`src/rtl/laser_track_filter.sv`:
```
// Laser track filter: per-frame outlier gate, shift-based EMA smoothing and
// LOST/TRACK/COAST tracking, with one filtered target per frame over valid/ready.
module laser_track_filter #(
   parameter int ALPHA_SHIFT = 2,
   parameter int MAX_JUMP    = 64,
   parameter int MISS_LIMIT  = 3
) (
   input  logic        clk,
   input  logic        reset,
   input  logic        en,
   input  logic        sof,
   input  logic [31:0] laser_xy,
   input  logic        laser_found,
   output logic [31:0] target_xy,
   output logic        target_valid,
   input  logic        target_ready,
   output logic [1:0]  target_state,
   output logic        overrun,
   output logic [15:0] frame_count
);

   localparam logic [1:0] ST_LOST  = 2'd0;
   localparam logic [1:0] ST_TRACK = 2'd1;
   localparam logic [1:0] ST_COAST = 2'd2;

   logic [15:0] r_smp_x_p0, r_smp_y_p0;
   logic        r_found_p0;
   logic        r_vld_p0;
   logic        r_frame_seen;

   logic [1:0]  r_state;
   logic [7:0]  r_miss;
   logic [15:0] r_pos_x, r_pos_y;
   logic        r_valid;
   logic        r_overrun;
   logic [15:0] r_frame_count;

   logic        w_frame_evt;
   logic        w_good;
   logic [7:0]  w_miss_inc;
   logic [1:0]  w_nxt_state;
   logic [7:0]  w_nxt_miss;
   logic [15:0] w_nxt_x, w_nxt_y;

   // Floor-shift EMA step; the result stays between old and sample, so 16 bits suffice.
   function automatic logic [15:0] ema_step(input logic [15:0] old_v, input logic [15:0] smp_v);
      logic signed [16:0] delta;
      logic signed [16:0] upd;
      delta = $signed({1'b0, smp_v}) - $signed({1'b0, old_v});
      upd   = $signed({1'b0, old_v}) + (delta >>> ALPHA_SHIFT);
      return upd[15:0];
   endfunction

   function automatic logic within_gate(input logic [15:0] old_v, input logic [15:0] smp_v);
      logic signed [16:0] delta;
      logic [16:0]        mag;
      delta = $signed({1'b0, smp_v}) - $signed({1'b0, old_v});
      mag   = delta[16] ? unsigned'(-delta) : unsigned'(delta);
      return (mag <= 17'(MAX_JUMP));
   endfunction

   assign w_frame_evt = en && sof;
   assign w_miss_inc  = r_miss + 8'd1;

   always_comb begin
      w_good      = r_found_p0 && within_gate(r_pos_x, r_smp_x_p0) && within_gate(r_pos_y, r_smp_y_p0);
      w_nxt_state = r_state;
      w_nxt_miss  = r_miss;
      w_nxt_x     = r_pos_x;
      w_nxt_y     = r_pos_y;
      case (r_state)
         ST_TRACK, ST_COAST: begin
            if (w_good) begin
               w_nxt_x     = ema_step(r_pos_x, r_smp_x_p0);
               w_nxt_y     = ema_step(r_pos_y, r_smp_y_p0);
               w_nxt_state = ST_TRACK;
               w_nxt_miss  = 8'd0;
            end else begin
               w_nxt_miss  = w_miss_inc;
               w_nxt_state = (w_miss_inc == 8'(MISS_LIMIT)) ? ST_LOST : ST_COAST;
            end
         end
         default: begin
            if (r_found_p0) begin
               w_nxt_x     = r_smp_x_p0;
               w_nxt_y     = r_smp_y_p0;
               w_nxt_state = ST_TRACK;
               w_nxt_miss  = 8'd0;
            end
         end
      endcase
   end

   // Stage 0: capture the detector result at the frame boundary
   always_ff @(posedge clk) begin
      if (w_frame_evt) begin
         r_smp_x_p0 <= laser_xy[31:16];
         r_smp_y_p0 <= laser_xy[15:0];
         r_found_p0 <= laser_found;
      end
   end

   // Stage 1: evaluate the captured sample and drive the handshake
   always_ff @(posedge clk) begin
      if (reset) begin
         r_vld_p0      <= 1'b0;
         r_frame_seen  <= 1'b0;
         r_state       <= ST_LOST;
         r_miss        <= 8'd0;
         r_pos_x       <= 16'd0;
         r_pos_y       <= 16'd0;
         r_valid       <= 1'b0;
         r_overrun     <= 1'b0;
         r_frame_count <= 16'd0;
      end else begin
         r_vld_p0  <= w_frame_evt && r_frame_seen;
         r_overrun <= r_vld_p0 && r_valid && !target_ready;
         if (w_frame_evt) r_frame_seen <= 1'b1;
         if (r_vld_p0) begin
            r_state       <= w_nxt_state;
            r_miss        <= w_nxt_miss;
            r_pos_x       <= w_nxt_x;
            r_pos_y       <= w_nxt_y;
            r_valid       <= 1'b1;
            r_frame_count <= r_frame_count + 16'd1;
         end else if (r_valid && target_ready) begin
            r_valid <= 1'b0;
         end
      end
   end

   assign target_xy    = {r_pos_x, r_pos_y};
   assign target_valid = r_valid;
   assign target_state = r_state;
   assign overrun      = r_overrun;
   assign frame_count  = r_frame_count;

endmodule

```
`config.mk`:
```
export PLATFORM = sky130hd
export DESIGN_NAME = laser_track_filter
export DESIGN_NICKNAME = d
export VERILOG_FILES = /design/src/rtl/laser_track_filter.sv
export SDC_FILE = /design/constraint.sdc
export NUM_CORES = 1
export LEC_CHECK = 0
export ABC_AREA = 1
export CAP_MARGIN = 20
export CORE_ASPECT_RATIO = 0.6
export CORE_MARGIN = 2
export CORE_UTILIZATION = 27
export CTS_CLUSTER_DIAMETER = 120
export DETAILED_ROUTE_END_ITERATION = 16
export DONT_BUFFER_PORTS = 1
export GPL_ROUTABILITY_DRIVEN = 0
export SLEW_MARGIN = 20
export SYNTH_ARGS = -nofsm -noshare
export SYNTH_HDL_FRONTEND = slang
export SYNTH_SLANG_ARGS = --single-unit
```
`constraint.sdc`:
```
create_clock -name clk -period 3.4 [get_ports clk]
set_clock_uncertainty 0.15 [all_clocks]
set_input_delay 0.51 -clock clk [delete_from_list [all_inputs] [get_ports clk]]
set_output_delay 0.51 -clock clk [all_outputs]
set_load 0.005 [all_outputs]
```
==> results of run 1 <==
-- Yosys cell counts (2+ instances only) --
master / count / share of area (%)
nand2_1: 429 / 19
inv_1: 187 / 8.2
nor2_1: 147 / 6.4
nand3_1: 111 / 6.5
a21oi_1: 77 / 4.5
ha_1: 65 / 9.5
dfxtp_1: 62 / 15
o21ai_0: 52 / 3.0
edfxtp_1: 33 / 12
nand2_2: 24 / 1.8
nand3b_1: 20 / 1.8
nand4_1: 17 / 1.2
xor2_1: 17 / 1.7
clkbuf_1: 15 / 0.66
nor3_1: 15 / 0.88
inv_2: 10 / 0.44
nor2_2: 10 / 0.73
xnor2_1: 9 / 0.92
nand3_2: 7 / 0.82
and2_1: 5 / 0.37
buf_4: 5 / 0.44
fa_1: 4 / 0.94
nand2_4: 4 / 0.53
or2_2: 4 / 0.29
a31oi_1: 3 / 0.22
buf_2: 3 / 0.18
buf_6: 3 / 0.39
nor4_1: 3 / 0.22
o21a_1: 3 / 0.26
o31ai_1: 3 / 0.26
a21boi_1: 2 / 0.18
a21o_1: 2 / 0.18
a21oi_2: 2 / 0.20
clkinv_1: 2 / 0.088
nor2_4: 2 / 0.26
o21ai_1: 2 / 0.12
o21bai_1: 2 / 0.18
or2_1: 2 / 0.15
-- registers in the layout, indices dropped and copies added (netlist names), 2 cells and up --
name,count
r_smp_y_p0,16
r_smp_x_p0,16
r_pos_x,16
frame_count,16
r_miss,8
target_state,2
r_pos_y,16
-- kinds of logic after synthesis --
group                    count (synthesis)  share of synthesized area [%]
AND/OR/NAND/NOR                        802                          40.91
XOR/XNOR                                26                          2.661
buffers and inverters                  225                          10.39
flip-flops                              95                          26.08
adder cells (fa/ha/maj)                 69                          10.44
AO/OA/AOI/OAI                          151                          9.518
-- power breakdown --
group / internal [mW] / switching [mW] / total (mW)
clock: 0.537 / 0.560 / 1.10
sequential: 1.21 / 0.0289 / 1.24
combinational: 0.576 / 0.760 / 1.34
total: 2.33 / 1.35 / 3.68
-- through the flow --
step | cells | worst slack (ps) | hold WS, ps
after detailed placement | 1929 | -304.2 | 279.8
after floorplan | 1368 | 15.08 | 270.8
after CTS | 1966 | -84.17 | 11.00
after global placement | 1929 | -275.3 | 277.5
final | 1981 | -199.4 | 36.23
after global routing | 1980 | -426.7 | 14.38
-- routing by layer --
layer | track usage (%) | up-vias
met1 | 26.81 | 4231
met4 | 5.263 | 4
li1 | - | 4770
met3 | 5.305 | 39
met5 | 0 | -
met2 | 24.81 | 343
-- how the worst max path moves through the flow --
stage	start	endpoint	slack (ps)	cells after the start
after floorplan	r_pos_y[0]$_SDFFE_PP0P_	r_pos_y[10]$_SDFFE_PP0P_	20	22
final	r_smp_x_p0[0]$_DFFE_PP_	r_pos_y[1]$_SDFFE_PP0P_	-200	27
after global placement	r_smp_y_p0[0]$_DFFE_PP_	r_pos_y[11]$_SDFFE_PP0P_	-280	24
after global routing	r_smp_x_p0[0]$_DFFE_PP_	r_pos_x[4]$_SDFFE_PP0P_	-430	29
after CTS	r_smp_x_p0[0]$_DFFE_PP_	r_pos_x[4]$_SDFFE_PP0P_	-80	28
after detailed placement	r_smp_y_p0[0]$_DFFE_PP_	r_pos_y[11]$_SDFFE_PP0P_	-300	24
-- cell type report --
type | count | area share, %
Inverter | 199 | 6.499
Tap cell | 416 | 4.506
Timing Repair Buffer | 205 | 14.58
Antenna cell | 2 | 0.04333
Sequential cell | 95 | 19.33
Clock buffer | 10 | 2.069
Multi-Input combinational cell | 1048 | 52.47
Clock inverter | 6 | 0.4983
-- timing repair --
action	4_1_cts	5_1_grt
cloned	3	0
pin swaps	14	48
setup endpoints to repair	38	42
buffers inserted	20	16
hold buffers	0	0
resized for setup	88	64
==> reports/results.ini, run 1 <==
[grt]
grt_pass1_wl_mm=46.26
grt_pass1_vias=8633
grtUsageTotal_pct=18.08
grt_antenna_before_repair=4
grt_max_degree=40
overflow=0

[worst_setup_path]
r2r_end=r_pos_y[1]$_SDFFE_PP0P_
cp.required_ps=3520
critPathSlowestCell=fa_2
rrSetupSlack_ps=-200
cp_common_cell=nand2_4
startpoint_type=flop
path_class=reg2reg
critPathTopFamily=simple AND/OR/NAND/NOR gates
slowest_delay_ps=410
crit_path_max_fanout=9
r2r-start=r_smp_x_p0[0]$_DFFE_PP_
crit_path_end_kind=flop
r2r_cells=27
crit_arrival_ps=3720
worst-path-buf-inv=7

[routing]
vias_per_cell=4.739
drcViolationCount=0
drt_pass1_iterations=7
wire_per_inst_um=15.08
drt_iter0_markers=780
top_layer_used=met5
wl_met2_mm=11.55
wl_met1_mm=14.89
met3_length_mm=2.836
wirelength_mm=29.88
via_count=9387
ant_nets=0

[timing]
rsz0062_at_grt=yes
worstMarginPinSlew_ps=725.3
slew_viol_final=0
fmax_mhz=277.8
finalHoldViolCount=0
postLayoutSetupSlackWorst_ps=-199.4
fin_crit_sh_pct=105.9
setup_tns_ps=-5735
min_period_ps=3599
slew_headroom_pct=51.58
setup_viol=42

[power_and_ir_drop]
p_total_mw=3.675
ir_worst_vdd_mv=0.2917
power_leakage_nw=5.570
p_per_area_mw_per_mm2=318.2

[finish]
area.growth.synth_to_final_pct=34.97
fillCellCount=3260
utilization_pct=37.00
layout.nets=1665
regArea_mm2=0.002233
layout_commonest_cell=nand2_1
finish.instance_area_mm2=0.01155
multi_input_comb_area_mm2=0.006061
mostFrequentLayoutCells=nand2_1, buf_4, inv_1, nor2_1, nand3_1
drive_gt1_share_pct=24.82

[clock_tree]
cts_num_sinks=95
ctsHtreeMaxLevel=3
clkLatencyLatePin_ps=390
cts_tree=yes
cts.clk_slew.worst_paths_ps=70
cts_buffers=9
clock_path_buffers=2
cts-root-buf=clkbuf_16

[outcome]
status=finished with violations
violations=negative setup slack

[placement]
dpl-instance-area_mm2=0.01029
portBuffers=0
hpwlAfterDp_mm=22.41

[logic_synthesis]
syn_nets=1475
ys_warn_count=0
synth-edff-count=33
async_flop_share_pct=0
syn_area_per_cell_um2=6.256
synth_seq_cells=95
synth_cell_types=43
ys_seq_area_share_pct=26.08
syn_area_mm2=0.008558
syn_inst=1368
synth_flop_cell=dfxtp_1

[floorplan]
io_pins=90
dieArea_mm2=0.03318
die_x_um=233.8
die_h_um=141.9
initial_core_util_pct=27.41
fp-row-count=50
core_mm2=0.03122

[worst_hold_path]
min_path_cells=1
worstHoldPathType=in2reg
min_from=reset
hold_path_end=target_state[0]$_SDFFE_PP0P_

[run]
cap_violations=0

Power figures use the tool's default switching activity.
==> run 2, diff against run 1 <==
Settings changed: GPL_ROUTABILITY_DRIVEN 0 to unset.
==> run 2 against run 1 <==
The run still ends with negative setup slack left. Cell count down 0.25%. Via count down 0.55%. Total power down 0.51%. Cell area up 0.82%. Sequential power about the same. First-iteration DRC count down 7.7%. Clock-buffer cell count up 2. Non-clock buffer count down 5. Combinational power about the same. Sequential share of layout area down 0.16 points. Core utilization up 0.30 points.
==> reports/results.ini, run 2 (same netlist as run 1, synthesis figures left out) <==
[outcome]
status=finished with violations
violations=negative setup slack

[timing]
setup_viol=42  ; unchanged
slew_viol_final=0  ; unchanged
slew_headroom_pct=51.69  ; +0.11 points
finalHoldViolCount=0  ; unchanged
worstMarginPinSlew_ps=723.6  ; -1.715 ps
rsz0062_at_grt=yes
setup_tns_ps=-4915  ; +819.2 ps
min_period_ps=3602  ; +2.350 ps
fin_crit_sh_pct=105.9  ; about the same
worst_hold_slack_ps=49.01  ; +12.78 ps
fmax_mhz=277.6  ; about the same
postLayoutSetupSlackWorst_ps=-201.8  ; -2.350 ps

[worst_setup_path]
slowest_delay_ps=400  ; about the same
worst-path-buf-inv=4  ; -3
crit_path_max_fanout=8  ; -1
startpoint_type=flop
r2r_cells=27  ; unchanged
cp.required_ps=3560  ; +40 ps
r2r_end=r_pos_x[3]$_SDFFE_PP0P_
crit_path_end_kind=flop
path_class=reg2reg
crit_arrival_ps=3760  ; +40 ps
critPathSlowestCell=fa_2
rrSetupSlack_ps=-200  ; about the same
r2r-start=r_smp_x_p0[0]$_DFFE_PP_
critPathTopFamily=simple AND/OR/NAND/NOR gates

[clock_tree]
clkLatencyLatePin_ps=380  ; about the same
cts-root-buf=clkbuf_16
cts_buffers=9  ; unchanged
cts.clk_slew.worst_paths_ps=70  ; about the same
cts_num_sinks=95  ; unchanged
cts_tree=yes
ctsHtreeMaxLevel=3  ; unchanged
clock_path_buffers=2  ; unchanged

[power_and_ir_drop]
ir_worst_vdd_mv=0.2718  ; -6.8%
power_leakage_nw=5.549  ; -0.37%
p_per_area_mw_per_mm2=314.0  ; -1.3%

[routing]
wire_per_inst_um=15.21  ; +0.83%
drt_iter0_markers=720  ; -7.7%
vias_per_cell=4.724  ; -0.30%
drcViolationCount=0  ; unchanged
wirelength_mm=30.05  ; +0.58%
ant_nets=0  ; unchanged
drt_pass1_iterations=5  ; -2
via_count=9335  ; -0.55%

[worst_hold_path]
min_from=reset
hold_path_end=r_miss[5]$_SDFFE_PP0P_
worstHoldPathType=in2reg
min_path_cells=1  ; unchanged

[grt]
grtUsageTotal_pct=18.09  ; about the same
grt_max_degree=40  ; unchanged
grt_pass1_vias=8482  ; -1.7%
grt_pass1_wl_mm=46.21  ; -0.12%
overflow=0  ; unchanged
grt_antenna_before_repair=4  ; unchanged

[floorplan]
initial_core_util_pct=27.41  ; unchanged
fp-row-count=50  ; unchanged
die_x_um=233.8  ; unchanged
die_h_um=141.9  ; unchanged
core_mm2=0.03122  ; unchanged
io_pins=90  ; unchanged
dieArea_mm2=0.03318  ; unchanged

[run]
cap_violations=0  ; unchanged

[finish]
drive_gt1_share_pct=25.87  ; +1.0 points
multi_input_comb_area_mm2=0.006180  ; +2.0%
layout.nets=1660  ; -0.30%
area.growth.synth_to_final_pct=36.08
regArea_mm2=0.002233  ; unchanged
mostFrequentLayoutCells=nand2_1, buf_4, inv_1, nor2_1, nand3_1
layout_commonest_cell=nand2_1
finish.instance_area_mm2=0.01165  ; +0.82%
fillCellCount=3313  ; +1.6%

[placement]
hpwlAfterDp_mm=22.62  ; +0.94%
dpl-instance-area_mm2=0.01032  ; +0.29%
portBuffers=0  ; unchanged
gp_congestion=0.8950

-- run 2: changes by cell type in the layout (fill, tap and decap cells not counted), sizes merged --
cell	before	now
clkbuf	10	12
buf	205	200
inv	201	199
-- run 2: worst max path at each step --
stage / startpoint / end / slack (ps) / cells after the start
floorplan: r_pos_y[0]$_SDFFE_PP0P_ / r_pos_y[10]$_SDFFE_PP0P_ / 20 / 22
global placement: r_smp_y_p0[0]$_DFFE_PP_ / r_pos_y[11]$_SDFFE_PP0P_ / -280 / 24
detailed placement: r_smp_x_p0[0]$_DFFE_PP_ / r_pos_x[13]$_SDFFE_PP0P_ / -340 / 25
CTS: r_smp_x_p0[0]$_DFFE_PP_ / r_pos_x[13]$_SDFFE_PP0P_ / -110 / 26
global route: r_smp_x_p0[0]$_DFFE_PP_ / r_pos_x[4]$_SDFFE_PP0P_ / -420 / 29
finish: r_smp_x_p0[0]$_DFFE_PP_ / r_pos_x[3]$_SDFFE_PP0P_ / -200 / 27
-- run 2: area by class of cell --
cell class                      instances  share of cell area, %
Antenna cell                            2                0.04297
Clock inverter                          4                 0.2793
Multi-Input combinational cell       1048                  53.06
Sequential cell                        95                  19.18
Clock buffer                           12                  2.299
Inverter                              199                  6.457
Timing Repair Buffer                  200                  14.21
Tap cell                              416                  4.469
-- run 2: metal layers --
| metal | GRT usage, % | share of wire, % | vias up |
|---|---|---|---|
| li1 | - | - | 4756 |
| met1 | 27.80 | 51 | 4250 |
| met2 | 25.30 | 39 | 299 |
| met3 | 4.482 | 8.9 | 26 |
| met4 | 2.965 | 0.99 | 4 |
| met5 | 0 | 0.070 | - |
-- run 2: stage by stage --
stage	cells	setup slack [ps]	power (mW)	utilization [%]
finish	1976	-201.8	3.656	37.31
global route	1974	-418.1	3.894	37.29
CTS	1967	-110.4	3.590	35.71
detailed placement	1933	-339.9	2.408	33.07
global placement	1933	-276.4	2.390	33.07
floorplan	1368	15.08	1.971	-
-- run 2: power breakdown --
| group | internal (mW) | total [mW] | leakage (nW) | switching (mW) |
|---|---|---|---|---|
| sequential | 1.21 | 1.24 | 0.810 | 0.0290 |
| clock | 0.569 | 1.08 | 0.149 | 0.510 |
| combinational | 0.576 | 1.34 | 4.59 | 0.759 |
| total | 2.36 | 3.66 | 5.55 | 1.30 |
-- run 2: what timing repair did --
item,in CTS,in global routing
pin swaps,12,47
setup buffers,17,8
cloned,2,0
endpoints found under the setup margin,42,42
hold buffers,0,0
gates resized for setup,80,91
